### src/rtl/ifetch_axi_master.sv
// AXI4-Lite instruction fetch initiator: one outstanding read, one-entry result buffer.
// A timed-out read leaves its R beat in flight; drain_pending swallows that beat.
module ifetch_axi_master #(
  parameter int AXI_AWIDTH     = 4,
  parameter int AXI_DWIDTH     = 32,
  parameter int TIMEOUT_CYCLES = 64
) (
  input  logic                  AXI_ACLK,
  input  logic                  AXI_ARESET,
  input  logic                  FETCH_VALID,
  input  logic [31:0]           FETCH_PC,
  output logic                  FETCH_READY,
  output logic                  INSTR_VALID,
  output logic [31:0]           INSTR_DATA,
  output logic [31:0]           INSTR_PC,
  output logic [1:0]            INSTR_ERR,
  input  logic                  INSTR_READY,
  output logic [AXI_AWIDTH-1:0] AXI_ARADDR,
  output logic                  AXI_ARVALID,
  input  logic                  AXI_ARREADY,
  input  logic [AXI_DWIDTH-1:0] AXI_RDATA,
  input  logic [1:0]            AXI_RRESP,
  input  logic                  AXI_RVALID,
  output logic                  AXI_RREADY
);
  localparam logic [31:0] NOP = 32'h0000_0013;
  localparam int          CW  = $clog2(TIMEOUT_CYCLES + 1);

  typedef enum logic [1:0] {IDLE, ADDR, DATA} state_t;

  state_t        state;
  logic          obuf_valid;
  logic          drain_pending;
  logic [CW-1:0] cnt;
  logic          addr_fault;

  assign FETCH_READY = (state == IDLE) && !obuf_valid && !drain_pending;
  assign INSTR_VALID = obuf_valid;
  assign addr_fault  = (FETCH_PC[1:0] != 2'b00) || (FETCH_PC[31:AXI_AWIDTH+2] != '0);

  always_ff @(posedge AXI_ACLK) begin
    if (AXI_ARESET) begin
      state         <= IDLE;
      obuf_valid    <= 1'b0;
      drain_pending <= 1'b0;
      cnt           <= '0;
      AXI_ARVALID   <= 1'b0;
      AXI_RREADY    <= 1'b0;
      AXI_ARADDR    <= '0;
      INSTR_DATA    <= NOP;
      INSTR_PC      <= '0;
      INSTR_ERR     <= 2'b00;
    end else begin
      if (obuf_valid && INSTR_READY) obuf_valid <= 1'b0;
      case (state)
        IDLE: begin
          // RREADY stays high from the timed-out read until its stale beat lands
          if (drain_pending && AXI_RVALID) begin
            drain_pending <= 1'b0;
            AXI_RREADY    <= 1'b0;
          end
          if (FETCH_VALID && FETCH_READY) begin
            INSTR_PC <= FETCH_PC;
            if (addr_fault) begin
              obuf_valid <= 1'b1;
              INSTR_DATA <= NOP;
              INSTR_ERR  <= 2'b01;
            end else begin
              AXI_ARADDR  <= FETCH_PC[AXI_AWIDTH+1:2];
              AXI_ARVALID <= 1'b1;
              AXI_RREADY  <= 1'b1;
              state       <= ADDR;
            end
          end
        end
        ADDR: begin
          // any R beat seen here predates our AR and is dropped
          if (AXI_ARREADY) begin
            AXI_ARVALID <= 1'b0;
            cnt         <= '0;
            state       <= DATA;
          end
        end
        DATA: begin
          cnt <= cnt + 1'b1;
          if (AXI_RVALID) begin
            obuf_valid <= 1'b1;
            INSTR_DATA <= (AXI_RRESP == 2'b00) ? AXI_RDATA[31:0] : NOP;
            INSTR_ERR  <= (AXI_RRESP == 2'b00) ? 2'b00 : 2'b10;
            AXI_RREADY <= 1'b0;
            state      <= IDLE;
          end else if (cnt == CW'(TIMEOUT_CYCLES - 1)) begin
            obuf_valid    <= 1'b1;
            INSTR_DATA    <= NOP;
            INSTR_ERR     <= 2'b11;
            drain_pending <= 1'b1;
            state         <= IDLE;
          end
        end
        default: state <= IDLE;
      endcase
    end
  end
endmodule
### config.mk
export PLATFORM = sky130hd
export DESIGN_NAME = ifetch_axi_master
export DESIGN_NICKNAME = d
export VERILOG_FILES = /design/src/rtl/ifetch_axi_master.sv
export SDC_FILE = /design/constraint.sdc
export NUM_CORES = 1
export LEC_CHECK = 0
export ABC_AREA = 1
export CAP_MARGIN = 0
export CORE_ASPECT_RATIO = 1.2
export CORE_MARGIN = 10
export CORE_UTILIZATION = 40
export CTS_CLUSTER_SIZE = 16
export DETAILED_ROUTE_END_ITERATION = 10
export HOLD_SLACK_MARGIN = 0.1
export PLACE_DENSITY = 0.78
export SYNTH_ARGS = -nofsm -noshare
export SYNTH_HDL_FRONTEND = slang
export SYNTH_SLANG_ARGS = --single-unit
export TNS_END_PERCENT = 100
### constraint.sdc
create_clock -name AXI_ACLK -period 2.6 [get_ports AXI_ACLK]
set_input_delay 0.52 -clock AXI_ACLK [delete_from_list [all_inputs] [get_ports AXI_ACLK]]
set_output_delay 0.52 -clock AXI_ACLK [all_outputs]
set_load 0.05 [all_outputs]
==> impl_metrics.ini <==
[status]
status = completed

[grt]
grt_pass1_wl_um = 15800
grt_max_degree = 69
grt_overflow_total = 0
grt_util_all_layers = 0.159
antenna_found_initial = 0
grt_pass1_vias = 3194

[finish]
most-common-layout-cells = 159 x nand2_1, 143 x clkdlybuf4s50_1, 83 x dfxtp_1
drive_gt1_frac = 0.0592
nets = 642
final_common_cell = nand2_1
antenna_cells = 0
final_cells = 666
syn_to_final_growth_pct = 53.1

[drt]
dr.pass1.iters = 5
wl_met2_um = 4500
wl_met1_um = 4110
drcViolationCount = 0
drt-initial-drc-count = 135
wl_um = 9890
via_per_inst = 4.89
dr_wl_met3_um = 1070
ant_nets = 0
detail_route.wl_per_cell_um = 14.8
dr.max_layer_used = met4
vias = 3259

[die]
top_level_ports = 146
die_h_um = 118
die_area_um2 = 12000
num_rows = 35
start_util = 0.415
coreArea_um2 = 7750
die_w_um = 102

[critical_path]
crit_arrival_ps = 1580
rr_worst_depth = 8
crit_type = reg -> out
end_kind = output port
r2r_end = INSTR_DATA[1]
r2r_slack_ps = 600
critPathRequiredTime_ps = 2080
crit-reg2reg-launch = state[1]
startpoint_type = register
crit_fanout = 7

[synth]
syn_inst = 430
synth_ff_type = dfxtp_1
yosys_warnings = 0
syn_avg_cell_area_um2 = 7.48
synth-async-reset-ratio = 0
synth-edff-count = 0
synth_cell_types = 30
seq_area_frac_synth = 0.516
syn_nets = 503
syn_area_um2 = 3220
synth-seq-cells = 83

[hold_path]
whs_path_depth = 2
hold_path.startpoint = INSTR_ERR[0]
hp-class = reg -> reg
min_to = INSTR_ERR[0]

[pwr]
power-per-cell-area_nw_per_um2 = 574
p_leak_uw = 0.00180
ir_drop_v = 0.000426
p_total_uw = 2830

[timing]
period_minus_slack_ps = 2100
hold_violations = 0
max_freq_mhz = 477
fin_skew_ps = 10.1
fin_tns_setup_ps = 0
fin_ws_ps = 504
rsz0062_at_grt = no
slew_violations = 0
tightest_slew_ps = 712
setup_viol = 0
relSlewSlack = 0.525
post-route-period-util = 0.806

[placement]
port_buffers = 145
dp_hpwl_um = 7400
gp_congestion = 0.796
dp_slack_ps = 173
dp.cells = 650

[clock_network]
clk_pin_slew_worst_paths_ps = 80
postCtsSetupBuffers = 0
clockRootBuffer = clkbuf_8
clk_latency_ps = 340
cts-resized-gates = 0
clkSinkCount = 83
ctsHoldBuffers = 0
htreeDepth = 3
cts_buffers = 9
cts_tree = done
clock_path_buffers = 2

[job]
drv_cap = 0
-- final cells by class --
cell class              count  area [um^2]
clock buffers              11          141
clock inverters             5         85.1
fillers                   685         2820
inverters                  19         71.3
multi-input cells         306         1370
flip-flops and latches     83         1660
well taps                  92          115
repair buffers            150         1490
-- worst max-delay path by stage --
stage | from | to | slack [ps] | cells after the start
after detailed placement | FETCH_PC[0] | INSTR_DATA[1] | 170 | 11
after floorplan | INSTR_VALID | FETCH_READY | 450 | 1
after global placement | FETCH_PC[0] | INSTR_DATA[4] | 260 | 11
final | state[0] | FETCH_READY | 500 | 4
after global routing | FETCH_PC[0] | INSTR_DATA[0] | 310 | 11
after CTS | state[0] | FETCH_READY | 90 | 4
-- worst max-delay path: stages (launching register included) --
cell and delay (ps):
dfxtp_1 350, nor2_4 200, inv_1 80, nor3_1 150, dlymetal6s2s_1 460
-- per-layer routing --
metal / vias to the layer above / GRT usage
met1: 1457 / 0.182
met3: 14 / 0.0723
met4: 0 / 0.0565
met5: - / 0
li1: 1660 / -
met2: 128 / 0.255
-- cells in the mapped netlist, types with 2 or more instances --
| master | instances | area share |
|---|---|---|
| nand2_1 | 159 | 0.19 |
| dfxtp_1 | 83 | 0.52 |
| a21oi_1 | 71 | 0.11 |
| nor2_1 | 36 | 0.042 |
| inv_1 | 16 | 0.019 |
| clkbuf_1 | 12 | 0.014 |
| o21ai_0 | 11 | 0.017 |
| nand3_1 | 8 | 0.012 |
| buf_2 | 5 | 0.0078 |
| buf_6 | 3 | 0.010 |
| inv_2 | 3 | 0.0035 |
| nor2_2 | 3 | 0.0058 |
| a211oi_1 | 2 | 0.0047 |
| buf_4 | 2 | 0.0047 |
-- registers in the layout, indices dropped and copies added (netlist names) --
name / flops
INSTR_DATA: 32
AXI_ARADDR: 4
INSTR_ERR: 2
AXI_RREADY: 1
state: 2
INSTR_PC: 32
cnt: 7
AXI_ARVALID: 1
drain_pending: 1
INSTR_VALID: 1
-- where the power goes --
part	switching, uW	internal, uW
Clock	464	573
Combinational	271	193
Sequential	19.0	1310
-- metrics by stage --
stage                     utilization  hold slack, ps  cell area (um^2)
after floorplan                     -             453              3220
after global placement          0.606             447              4700
after detailed placement        0.606             447              4700
after CTS                       0.635             462              4920
after global routing            0.636             476              4930
final                           0.636             462              4930
-- kinds of logic after synthesis --
family	after synthesis	share of synthesized area
AOI/OAI and AO/OA	88	0.143
xor gates and xnor gates	1	0.00272
adders and majority gates	1	0.00389
buffers and inverters	41	0.0591
DFF	83	0.516
and+or+nand+nor	216	0.275
No activity file was read; power rests on OpenSTA's default activity.
